===== config.mk =====
export PLATFORM = sky130hd
export DESIGN_NAME = wbs_ctrl_bridge
export DESIGN_NICKNAME = d
export VERILOG_FILES = /design/src/rtl/wbs_ctrl_bridge.sv
export SDC_FILE = /design/constraint.sdc
export NUM_CORES = 1
export LEC_CHECK = 0
export ABC_CLOCK_PERIOD_IN_PS = 2100
export BUFFER_PORTS_ARGS = -buffer_cell sky130_fd_sc_hd__buf_2
export CORE_UTILIZATION = 45
export DETAILED_ROUTE_END_ITERATION = 10
export HOLD_SLACK_MARGIN = 0.15
export PLACE_DENSITY = 0.84
export SETUP_SLACK_MARGIN = 0.4
export SYNTH_ARGS = -nofsm -noshare
export SYNTH_HDL_FRONTEND = slang
export SYNTH_SLANG_ARGS = --single-unit

===== constraint.sdc =====
create_clock -name wb_clk_i -period 2.1 [get_ports wb_clk_i]
set_input_delay 0.21 -clock wb_clk_i [delete_from_list [all_inputs] [get_ports wb_clk_i]]
set_output_delay 0.21 -clock wb_clk_i [all_outputs]
set_load 0.02 [all_outputs]

===== src/rtl/wbs_ctrl_bridge.sv =====
// wbs_ctrl_bridge: Wishbone slave for the ANN accelerator (wb bus in/out, mode/debug/start/busy/done control, query/leaf/node write ports, best-array read port)
module wbs_ctrl_bridge #(
  parameter int QUERY_AW = 9,
  parameter int LEAF_AW = 9,
  parameter int BEST_AW = 9,
  parameter int NODE_AW = 6,
  parameter int READ_LAT = 2
) (
  input  logic                wb_clk_i,
  input  logic                wb_rst_i,
  input  logic                wbs_stb_i,
  input  logic                wbs_cyc_i,
  input  logic                wbs_we_i,
  input  logic [3:0]          wbs_sel_i,
  input  logic [31:0]         wbs_adr_i,
  input  logic [31:0]         wbs_dat_i,
  output logic                wbs_ack_o,
  output logic [31:0]         wbs_dat_o,
  output logic [1:0]          mode_o,
  output logic                debug_o,
  output logic                fsm_start_o,
  input  logic                fsm_busy_i,
  input  logic                fsm_done_i,
  output logic                query_we_o,
  output logic [QUERY_AW-1:0] query_addr_o,
  output logic [54:0]         query_wdata_o,
  output logic                leaf_we_o,
  output logic [LEAF_AW-1:0]  leaf_addr_o,
  output logic [63:0]         leaf_wdata_o,
  output logic                node_we_o,
  output logic [NODE_AW-1:0]  node_addr_o,
  output logic [21:0]         node_wdata_o,
  output logic                best_re_o,
  output logic [BEST_AW-1:0]  best_addr_o,
  input  logic [63:0]         best_rdata_i
);
  typedef enum logic [1:0] {IDLE, MEMWR, RDWAIT, ACK} state_t;
  localparam int CW = $clog2(READ_LAT + 1);
  state_t state, state_nx;
  logic [CW-1:0] cnt;
  logic [15:0] page, off_r;
  logic [31:0] lower, reg_rd;
  logic [63:0] wide;
  logic [1:0] dat_r;
  logic pg_reg, pg_q, pg_l, pg_b, pg_n, pg_mem, req, gate, upper_wr, best_rd;
  logic we_r, sel0_r, reg_r, best_r, gate_r, done, blocked;
  logic in_ack, reg_wr, clr, start_wr, blk_set;
  assign page = wbs_adr_i[31:16];
  assign pg_reg = page == 16'h3000;
  assign pg_q = page == 16'h3001;
  assign pg_l = page == 16'h3002;
  assign pg_b = page == 16'h3003;
  assign pg_n = page == 16'h3004;
  assign pg_mem = pg_q | pg_l | pg_b | pg_n;
  assign req = wbs_cyc_i & wbs_stb_i & ~wbs_ack_o & (pg_reg | pg_mem);
  assign gate = pg_mem & fsm_busy_i;
  assign upper_wr = wbs_we_i & (((pg_q | pg_l) & wbs_adr_i[2]) | pg_n);
  assign best_rd = pg_b & ~wbs_we_i;
  assign wide = {wbs_dat_i, lower};
  assign reg_rd = off_r == 16'h0 ? {30'b0, mode_o} :
                  off_r == 16'h4 ? {31'b0, debug_o} :
                  off_r == 16'h8 ? {30'b0, blocked, done} :
                  off_r == 16'h10 ? {31'b0, fsm_busy_i} : '0;
  assign in_ack = state == ACK;
  assign reg_wr = in_ack & reg_r & we_r;
  assign clr = reg_wr & off_r == 16'h8;
  assign start_wr = reg_wr & off_r == 16'hC;
  assign blk_set = (state == IDLE & req & gate) | (start_wr & fsm_busy_i);
  always_comb begin
    state_nx = state;
    case (state)
      IDLE: if (req) state_nx = gate ? ACK : best_rd ? RDWAIT : upper_wr ? MEMWR : ACK;
      MEMWR: state_nx = wbs_cyc_i ? ACK : IDLE;
      RDWAIT: state_nx = !wbs_cyc_i ? IDLE : cnt == CW'(READ_LAT - 1) ? ACK : RDWAIT;
      default: state_nx = IDLE;
    endcase
  end
  always_ff @(posedge wb_clk_i) begin
    if (wb_rst_i) begin
      state <= IDLE;
      cnt <= '0;
    end else begin
      state <= state_nx;
      cnt <= state == RDWAIT ? cnt + 1'b1 : '0;
    end
  end
  always_ff @(posedge wb_clk_i) begin
    if (wb_rst_i) begin
      wbs_ack_o <= 1'b0;
      wbs_dat_o <= '0;
      mode_o <= '0;
      debug_o <= 1'b0;
      fsm_start_o <= 1'b0;
      query_we_o <= 1'b0;
      query_addr_o <= '0;
      query_wdata_o <= '0;
      leaf_we_o <= 1'b0;
      leaf_addr_o <= '0;
      leaf_wdata_o <= '0;
      node_we_o <= 1'b0;
      node_addr_o <= '0;
      node_wdata_o <= '0;
      best_re_o <= 1'b0;
      best_addr_o <= '0;
      done <= 1'b0;
      blocked <= 1'b0;
      lower <= '0;
      off_r <= '0;
      dat_r <= '0;
      we_r <= 1'b0;
      sel0_r <= 1'b0;
      reg_r <= 1'b0;
      best_r <= 1'b0;
      gate_r <= 1'b0;
    end else begin
      wbs_ack_o <= in_ack & wbs_cyc_i;
      wbs_dat_o <= in_ack & wbs_cyc_i & ~we_r & ~gate_r ?
                   (reg_r ? reg_rd : best_r ? (off_r[2] ? best_rdata_i[63:32] : best_rdata_i[31:0]) : '0) : '0;
      fsm_start_o <= start_wr & ~fsm_busy_i;
      query_we_o <= 1'b0;
      leaf_we_o <= 1'b0;
      node_we_o <= 1'b0;
      best_re_o <= 1'b0;
      done <= fsm_done_i | (done & ~clr);
      blocked <= blk_set | (blocked & ~clr);
      if (reg_wr & off_r == 16'h0 & sel0_r) mode_o <= dat_r;
      if (reg_wr & off_r == 16'h4) debug_o <= dat_r[0];
      if (state == IDLE & req) begin
        off_r <= wbs_adr_i[15:0];
        dat_r <= wbs_dat_i[1:0];
        we_r <= wbs_we_i;
        sel0_r <= wbs_sel_i[0];
        reg_r <= pg_reg;
        best_r <= pg_b;
        gate_r <= gate;
        if (!gate) begin
          if ((pg_q | pg_l) & wbs_we_i & ~wbs_adr_i[2]) lower <= wbs_dat_i;
          if (pg_q & upper_wr) begin
            query_we_o <= 1'b1;
            query_addr_o <= wbs_adr_i[3+QUERY_AW-1:3];
            query_wdata_o <= wide[54:0];
          end
          if (pg_l & upper_wr) begin
            leaf_we_o <= 1'b1;
            leaf_addr_o <= wbs_adr_i[3+LEAF_AW-1:3];
            leaf_wdata_o <= wide;
          end
          if (pg_n & upper_wr) begin
            node_we_o <= 1'b1;
            node_addr_o <= wbs_adr_i[NODE_AW+1:2];
            node_wdata_o <= wbs_dat_i[21:0];
          end
          if (best_rd) begin
            best_re_o <= 1'b1;
            best_addr_o <= wbs_adr_i[3+BEST_AW-1:3];
          end
        end
      end
    end
  end
endmodule

==> results of run 1 <==
[registers in the layout, indices dropped and copies added (netlist names), 2 cells and up]
signal,cells
mode_o,2
leaf_addr_o,9
dat_r,2
leaf_wdata_o,64
off_r,16
node_wdata_o,22
query_wdata_o,55
node_addr_o,6
wbs_dat_o,32
lower,32
state,2
query_addr_o,9
cnt,2
best_addr_o,9
[critical path, stage by stage (launching register included)]
cell	delay [ns]
dfxtp_1	0.34
nor4_2	0.42
and4_2	0.38
nand3b_1	0.12
nor4_1	0.43
[routing by layer]
layer | vias up | track usage, % | part of all wire [%]
met5 | - | 0 | 0
met4 | 0 | 15.52 | 6.1
met3 | 206 | 5.731 | 7.8
met2 | 544 | 47.48 | 48
met1 | 4845 | 32.38 | 39
li1 | 4615 | - | -
[cell families (layout without fill, tap and decap cells)]
logic type	after synthesis	after routing	synth area share, %
multiplexers	241	241	21.60
buffers and inverters	86	577	3.718
AND/OR/NAND/NOR	399	403	21.99
XOR/XNOR	1	1	0.07840
adder cells (fa/ha/maj)	1	1	0.1120
AO/OA/AOI/OAI	63	63	3.046
other	0	1	0
flip-flops	276	276	49.45
[final timing paths]
check	startpoint	endpoint	slack (ns)	depth (start not counted)
setup / recovery	off_r[8]$_SDFFE_PP0N_	fsm_start_o$_SDFF_PP0_	0.27	4
hold reg to reg	cnt[0]$_SDFF_PP0_	cnt[0]$_SDFF_PP0_	0.43	1
hold / removal	wbs_dat_i[3]	query_wdata_o[35]$_SDFFE_PP0P_	0.15	3
setup reg to reg	off_r[8]$_SDFFE_PP0N_	fsm_start_o$_SDFF_PP0_	0.27	4
[final cells by class]
cell class,count,area share [%]
diodes,1,0.01557
repair buffers,526,23.03
clock inverters,5,0.5762
multi-input cells,709,34.02
well taps,324,2.523
flip-flops and latches,276,34.48
clock buffers,41,5.233
inverters,5,0.1168
[power by group through the flow]
stage / logic [mW] / registers (mW) / clock network, mW
6_report: 0.694 / 5.23 / 5.12
3_5_place_dp: 0.456 / 5.35 / 0
4_1_cts: 0.641 / 5.24 / 5.13
5_1_grt: 0.727 / 5.23 / 5.39
3_3_place_gp: 0.450 / 5.35 / 0
2_1_floorplan: 0.236 / 5.35 / 0
[cells in the mapped netlist, drive strengths merged (5+ instances only)]
master and number:
nand4 25, clkbuf 51, dfxtp 276, nor2 41, inv 5, nor4 11, buf 30, a21oi 25
mux2i 240, or4 5, nand3b 5, o21ai 27, nand3 9, nand2 8, and4 5, nand2b 257
nor3 12
[stage by stage]
step	utilization (%)	setup WS (ns)	power, mW
floorplan	-	0.3030	5.588
global placement	54.60	0.1415	5.803
detailed placement	54.60	0.08190	5.809
CTS	64.49	0.3303	11.01
global route	66.07	0.1794	11.34
finish	66.07	0.2730	11.05
[what timing repair did]
item                       4_1_cts  5_1_grt
gates cloned                     7        9
buffers inserted                 7       10
hold buffers                   124        0
setup endpoints to repair      196      155
pin swaps                        6       21
resized for setup               15       38
hold endpoints to repair       181        0
==> results_dict.tcl, run 1 <==
set metrics [dict create \
    grt_first_pass_wirelength_mm 56.08 \
    grt_pass1_vias 10096 \
    synth_area_leaders "dfxtp_1 49%, mux2i_1 22%, nand2b_1 14%" \
    hold_violations 0 \
    critPathLaunchType "flop" \
    outcome "completed" \
    dpl.cell_count 1684 \
    overflow 0 \
    worstSkewPairLatency_ns 0.54 \
    fin_crit_sh_pct 87.00 \
    synthCells 1067 \
    synth-main-ff-cell "dfxtp_1" \
    swShare_pct 22.10 \
    slew_violations 0 \
    wl_per_cell_um 20.64 \
    drt_iter0_markers 999 \
    final_common_cell "buf_2" \
    holdWs_ns 0.1508 \
    cts_buffers 29 \
    vias_per_cell 5.411 \
    final_cell_mix "349 x buf_2, 270 x dfxtp_1, 256 x nand2b_1, 238 x mux2i_1, 122 x dlygate4sd3_1" \
    cts_num_sinks 276 \
    syn_to_final_growth_pct 43.81 \
    power_leakage_nw 7.303 \
    power.density_mw_per_mm2 687.5 \
    synth_cell_types 50 \
    clk_pin_slew_ns 0.06 \
    die_area_mm2 0.02546 \
    stdcell_area_mm2 0.01607 \
    synth_largest_area_cell "dfxtp_1" \
    postSynth.asyncResetShare_pct 0 \
    gp_congestion 0.8320 \
    synth-seq-cells 276 \
    rsz0062_at_grt "true" \
    syn_avg_cell_area_um2 10.47 \
    max-slew-margin-rel_pct 63.04 \
    drive_gt1_share_pct 31.95 \
    min_path_type "primary input to flop" \
    multi_input_comb_area_mm2 0.005466 \
    cts-root-buf "clkbuf_16" \
    die_h_um 159.6 \
    synth.cell_area_mm2 0.01117 \
    coreArea_mm2 0.02432 \
    cp.required_ns 2.51 \
    p_clk_share_pct 46.3 \
    crit_fanout 6 \
    maxCapViolations 0 \
    die_w_um 159.6 \
    ys_seq_area_share_pct 49.45 \
    finalSetupViolCount 0 \
    synth_fp_nets 1207 \
    placed_area_mm2 0.01328 \
    globalRouteTotalUtil_pct 27.77 \
    ios 354 \
    antenna_found_initial 1 \
    num_vias 10210 \
    fill_cells 1693 \
    final.setup.tns_ns 0 \
    worst_slew_pin_slew_ns 0.5543 \
    fmax_mhz 547.3 \
    clock_skew_ns 0.01626 \
    remaining_drc_errors 0 \
    cts_max_level 1 \
    synth_top_cell_area_share_pct 49.45 \
    nets 1687 \
    detail_route.first_pass.iterations 6 \
    power_frac_comb_pct 6.3 \
    vdd_drop_max_v 0.0006297 \
    synth.yosys.warnings 0 \
    seqPwrFrac_pct 47.4 \
    synth_edf_count 0 \
    end_kind "flop" \
    critPathKind "flop to flop" \
    p_switching_mw 2.441 \
    io_buffer_count 350 \
    internal_power_mw 8.606 \
    drtAntennaViolNets 0 \
    max-clock-path-buffers 3 \
    arrival_ns 2.23 \
    cts_tree "done" \
    period_minus_slack_ns 1.827 \
    dp_hpwl_mm 20.52 \
    layout.cells.non_filler 1887 \
    grt_max_degree 152 \
    regArea_mm2 0.005540 \
    drt-total-wl_mm 38.96 \
    initial_core_util_pct 45.94 \
    rows 57 \
]
(Power assumes the default switching activity.)
==> run 2: changes to the inputs <==
--- a/config.mk
+++ b/config.mk
@@ -7,6 +7,7 @@
 export LEC_CHECK = 0
 export ABC_CLOCK_PERIOD_IN_PS = 2100
 export BUFFER_PORTS_ARGS = -buffer_cell sky130_fd_sc_hd__buf_2
+export CAP_MARGIN = 40
 export CORE_UTILIZATION = 45
 export DETAILED_ROUTE_END_ITERATION = 10
 export HOLD_SLACK_MARGIN = 0.15
==> constraint.sdc (replaced) <==
create_clock -name wb_clk_i -period 2.1 [get_ports wb_clk_i]
set_input_delay 0.21 -clock wb_clk_i [delete_from_list [all_inputs] [get_ports wb_clk_i]]
set_output_delay 0.21 -clock wb_clk_i [all_outputs]
set_load 0.01 [all_outputs]
==> run 2 against run 1 <==
Net effect: largest power group is now clock; worst setup slack gained 0.062 ns; fmax grew 3.5%; combinational power hardly changed; sequential power barely moved; global-route usage increased by 0.13 points; hold slack gained 0.023 ns; clock power rose by 7.8%; clock skew barely moved; wire length is 1.1% lower; sequential cell count is the same.
==> results_dict.tcl, run 2 (synthesis results as in run 1) <==
set metrics [dict create \
    outcome "completed" \
    power_leakage_nw 7.386 \
    gp_congestion 0.8560 \
    min_from "wbs_cyc_i" \
    fin_crit_sh_pct 84.03 \
    period_minus_slack_ns 1.765 \
    slew_violations 0 \
    clk_pin_slew_ns 0.06 \
    cts-root-buf "clkbuf_16" \
    grt_first_pass_wirelength_mm 56.37 \
    overflow 0 \
    cp.required_ns 2.56 \
    max-clock-path-buffers 3 \
    rows 57 \
    critPathLaunchType "flop" \
    crit_start "wbs_ack_o$_SDFF_PP0_" \
    end_kind "flop" \
    die_h_um 159.6 \
    met3_usage_pct 6.200 \
    r2r_setup_slack_ns 0.34 \
    final.setup.tns_ns 0 \
    top_regs "leaf_wdata_o x64, query_wdata_o x55" \
    antenna_found_initial 4 \
    globalRouteTotalUtil_pct 27.90 \
    largest_reg_flops 64 \
    critPathMaxStageDelay_ns 0.33 \
    syn_to_final_growth_pct 44.38 \
    worst_slew_pin_slew_ns 0.7733 \
    cts_num_sinks 276 \
    final_common_cell "buf_2" \
    wl_per_cell_um 20.36 \
    initial_core_util_pct 45.94 \
    io_buffer_count 350 \
    power.density_mw_per_mm2 709.5 \
    clock_skew_ns 0.01674 \
    ios 354 \
    fin_ws_ns 0.3355 \
    final_cell_mix "349 x buf_2, 271 x dfxtp_1, 256 x nand2b_1, 235 x mux2i_1, 126 x dlygate4sd3_1" \
    vdd_drop_max_v 0.0007339 \
    drive_gt1_share_pct 31.65 \
    cts_tree "done" \
    pre_cts_ws_ns 0.004660 \
    fmax_mhz 566.7 \
    min_path_type "primary input to flop" \
    slowest_stage "and3b_2" \
    die_area_mm2 0.02546 \
    critPathKind "flop to flop" \
    cts_max_level 1 \
    num_vias 10297 \
    coreArea_mm2 0.02432 \
    crit_chain "and3b_2 -> and4_4 -> and3_2 -> buf_12 -> mux2i_1" \
    grt_pass1_vias 10277 \
    vias_per_cell 5.442 \
    r2r_start "wbs_ack_o$_SDFF_PP0_" \
    grt_util_met2_pct 47.98 \
    use_met1_pct 32.70 \
    dp_hpwl_mm 21.34 \
    top_register "leaf_wdata_o" \
    nets 1681 \
    finalCoreUtilization_pct 66.33 \
    finalSetupViolCount 0 \
    drt-total-wl_mm 38.53 \
    die_w_um 159.6 \
    remaining_drc_errors 0 \
    drtAntennaViolNets 0 \
    grt_max_degree 145 \
    rsz0062_at_grt "true" \
    crit_fanout 14 \
    top_usage_layer "met2" \
    arrival_ns 2.22 \
    maxCapViolations 0 \
    drt_iter0_markers 847 \
    worstSkewPairLatency_ns 0.55 \
    detail_route.first_pass.iterations 6 \
    hold_violations 0 \
    max-slew-margin-rel_pct 48.45 \
    cts_buffers 29 \
]
==> run 2: final timing paths <==
path,cells past startpoint,endpoint
setup / recovery,5,leaf_wdata_o[35]$_SDFFE_PP0P_
hold / removal,4,wbs_dat_o[1]$_SDFF_PP0_
setup reg to reg,5,leaf_wdata_o[35]$_SDFFE_PP0P_
hold reg to reg,1,cnt[0]$_SDFF_PP0_
==> run 2: critical path: cells and delay by family, from the launching register on <==
kind / cells / cell delay (ns)
buffers and inverters: 1 / 0.20
DFF: 1 / 0.31
muxes: 1 / 0.27
and+or+nand+nor: 3 / 0.88
==> run 2: per-stage QoR <==
step                      total power, mW  hold WS, ns  cell area, um^2  std cells
after global routing                11.80       0.1642            16130       1892
after floorplan                     5.589       0.2855            11260       1067
after CTS                           11.45       0.1529            15770       1875
after global placement              5.798       0.4053            13250       1682
after detailed placement            5.806       0.4166            13250       1682
final                               11.45       0.1734            16130       1892
==> run 2: power by group <==
| part | switching (mW) | internal [mW] |
|---|---|---|
| Clock | 2.14 | 3.38 |
| Combinational | 0.321 | 0.374 |
| Sequential | 0.00101 | 5.23 |
==> run 2: cell type report <==
class	instances	area [um^2]
Clock inverter	11	162.7
Inverter	5	18.77
Clock buffer	43	878.3
Sequential cell	276	5539
Timing Repair Buffer	521	3652
Multi-Input combinational cell	708	5465
Fill cell	1679	8188
Tap cell	324	405.4
Antenna cell	4	10.01
==> run 2: timing repair <==
action | 4_1_cts | 5_1_grt
hold buffers | 129 | 0
gates cloned | 5 | 7
buffers inserted | 5 | 6
pin swaps | 3 | 14
setup endpoints to repair | 227 | 189
endpoints found under the hold margin | 193 | 0
resized for setup | 20 | 36
==> run 2: metal layers <==
| metal | vias up | part of all wire, % | wire length (um) |
|---|---|---|---|
| li1 | 4609 | - | - |
| met1 | 4934 | 39 | 14880 |
| met2 | 572 | 48 | 18670 |
| met3 | 182 | 7.4 | 2842 |
| met4 | 0 | 5.5 | 2133 |
| met5 | - | 0 | 0 |
==> run 3: changes to the inputs <==
--- a/config.mk
+++ b/config.mk
@@ -5,7 +5,7 @@
 export SDC_FILE = /design/constraint.sdc
 export NUM_CORES = 1
 export LEC_CHECK = 0
-export ABC_CLOCK_PERIOD_IN_PS = 2100
+export ABC_CLOCK_PERIOD_IN_PS = 1700
 export BUFFER_PORTS_ARGS = -buffer_cell sky130_fd_sc_hd__buf_2
 export CAP_MARGIN = 40
 export CORE_UTILIZATION = 45
==> constraint.sdc (replaced) <==
create_clock -name wb_clk_i -period 1.7 [get_ports wb_clk_i]
set_input_delay 0.17 -clock wb_clk_i [delete_from_list [all_inputs] [get_ports wb_clk_i]]
set_output_delay 0.17 -clock wb_clk_i [all_outputs]
set_load 0.01 [all_outputs]
==> run 3 against run 2 <==
Net effect: the flow now finishes with violations (negative hold slack, negative setup slack); critical path depth up 1; global-route usage down 1.1 points; wire length down 2.0%; worst setup slack worse by 0.36 ns; register-to-register slack worse by 0.36 ns; die area unchanged; combinational power up 29%; count of clock-buffer cells in the layout down 2; sequential cell count unchanged; clock skew down 0.00068 ns; critical path type unchanged; critical endpoint is now node_wdata_o[15]$_SDFFE_PP0P_.
==> results_dict.tcl, run 3 (synthesis results as in run 1) <==
set metrics [dict create \
    violations "negative hold slack, negative setup slack" \
    largest_reg_flops 64 \
    period_minus_slack_ns 1.729 \
    rsz0062_at_grt "true" \
    die_area_mm2 0.02546 \
    remaining_drc_errors 0 \
    cp.required_ns 2.15 \
    vias_per_cell 5.226 \
    syn_to_final_growth_pct 50.57 \
    maxCapViolations 0 \
    critPathBufInv 2 \
    worstSkewPairLatency_ns 0.55 \
    num_vias 10065 \
    die_h_um 159.6 \
    fmax_mhz 578.5 \
    slowest_stage "dfxtp_2" \
    crit_chain "and3b_2 -> and4_4 -> and4_4 -> buf_12 -> buf_16 -> mux2i_1" \
    top_regs "leaf_wdata_o x64, query_wdata_o x55" \
    final_cell_mix "347 x buf_2, 265 x dfxtp_1, 256 x nand2b_1, 233 x mux2i_1, 123 x dlygate4sd3_1" \
    cts_tree "done" \
    cts_num_sinks 276 \
    dp_hpwl_mm 20.93 \
    cts_max_level 1 \
    holdWs_ns -0.03091 \
    drt_iter0_markers 691 \
    reg2reg_depth 6 \
    fill_cells 1639 \
    grt_max_degree 156 \
    vdd_drop_max_v 0.0006612 \
    critPathKind "flop to flop" \
    finalSetupViolCount 11 \
    r2r_start "wbs_ack_o$_SDFF_PP0_" \
    min_path_type "primary input to flop" \
    r2r_setup_slack_ns -0.03 \
    clk_pin_slew_ns 0.06 \
    critPathMaxStageDelay_ns 0.32 \
    end_kind "flop" \
    cts_buffers 28 \
    pre_cts_ws_ns -0.2067 \
    ios 354 \
    max-slew-margin-rel_pct 65.58 \
    nets 1725 \
    r2r-end "node_wdata_o[15]$_SDFFE_PP0P_" \
    clock_skew_ns 0.01607 \
    min_from "wbs_we_i" \
    drtAntennaViolNets 0 \
    grt_first_pass_wirelength_mm 54.72 \
    slew_violations 0 \
    io_buffer_count 350 \
    detail_route.first_pass.iterations 5 \
    hold_buffers 125 \
    crit_family "simple AND/OR/NAND/NOR gates" \
    overflow 0 \
    hold_depth 3 \
    cp_common_cell "and4_4" \
    top_register "leaf_wdata_o" \
    wl_per_cell_um 19.60 \
    arrival_ns 2.18 \
    cts-root-buf "clkbuf_16" \
    drt-total-wl_mm 37.75 \
    final_common_cell "buf_2" \
    critPathLaunchType "flop" \
    finalCoreUtilization_pct 69.18 \
    hold_violations 1 \
    diodes 0 \
    max-clock-path-buffers 3 \
    antenna_found_initial 0 \
    outcome "complete, but fails checks" \
    die_w_um 159.6 \
    final.setup.tns_ns -0.1316 \
    globalRouteTotalUtil_pct 26.81 \
    drive_gt1_share_pct 35.33 \
    gp_congestion 0.8995 \
    power.density_mw_per_mm2 811.9 \
    coreArea_mm2 0.02432 \
    crit_fanout 5 \
    min_to "we_r$_SDFFE_PP0N_" \
    grt_pass1_vias 10078 \
    fin_ws_ns -0.02874 \
    power_leakage_nw 7.683 \
    rows 57 \
    initial_core_util_pct 45.94 \
    worst_slew_pin_slew_ns 0.5163 \
    fin_crit_sh_pct 101.7 \
]
-- run 3: timing repair --
item                                    in CTS  in global routing
gates resized for setup                     42                 78
gates cloned                                 8                  8
setup buffers                               10                 11
endpoints found under the setup margin     273                278
pin swaps                                   12                  7
endpoints found under the hold margin      207                  3
-- run 3: cell type report --
class	count	area (um^2)	share of cell area [%]
Tap cell	324	405.4	2.410
Sequential cell	276	5542	32.94
Multi-Input combinational cell	705	5597	33.27
Clock inverter	6	116.4	0.6917
Timing Repair Buffer	569	4325	25.71
Clock buffer	41	819.5	4.871
Inverter	5	18.77	0.1116
-- run 3: power breakdown --
part           switching [mW]  internal, mW
logic                   0.396         0.496
registers             0.00114          6.47
clock network            2.54          3.76
-- run 3: routing by layer --
layer	global-route usage, %	vias up	wire [um]
li1	-	4692	-
met1	31.64	4842	14810
met2	48.85	440	19170
met3	4.663	91	2513
met4	8.785	0	1248
met5	0	-	0
-- run 3: worst reg2reg max path: stages, from the launching register on --
cell     delay, ns
dfxtp_2       0.32
and3b_2       0.29
and4_4        0.23
and4_4        0.27
buf_12        0.13
buf_16        0.13
mux2i_1       0.26
-- run 3: worst max-delay path by stage --
stage	end	start	cells past startpoint	slack, ns
3_3_place_gp	best_addr_o[2]$_SDFFE_PP0P_	wbs_adr_i[19]	7	-0.14
2_1_floorplan	lower[1]$_SDFFE_PP0P_	wbs_adr_i[19]	5	-0.06
6_report	node_wdata_o[15]$_SDFFE_PP0P_	wbs_ack_o$_SDFF_PP0_	6	-0.03
4_1_cts	wbs_dat_o[2]$_SDFF_PP0_	gate_r$_SDFFE_PP0N_	4	0.04
5_1_grt	leaf_wdata_o[37]$_SDFFE_PP0P_	wbs_ack_o$_SDFF_PP0_	6	-0.05
3_5_place_dp	best_addr_o[5]$_SDFFE_PP0P_	wbs_adr_i[19]	7	-0.21
-- run 3: per-stage QoR --
stage | hold slack (ns) | cell area [um^2] | std cells | power [mW]
after floorplan | 0.2455 | 11470 | 1067 | 6.904
after global placement | 0.4041 | 13650 | 1717 | 7.192
after detailed placement | 0.4110 | 13650 | 1717 | 7.198
after CTS | -0.06766 | 16310 | 1907 | 13.67
after global routing | -0.03747 | 16820 | 1926 | 14.05
final | -0.03091 | 16820 | 1926 | 13.66
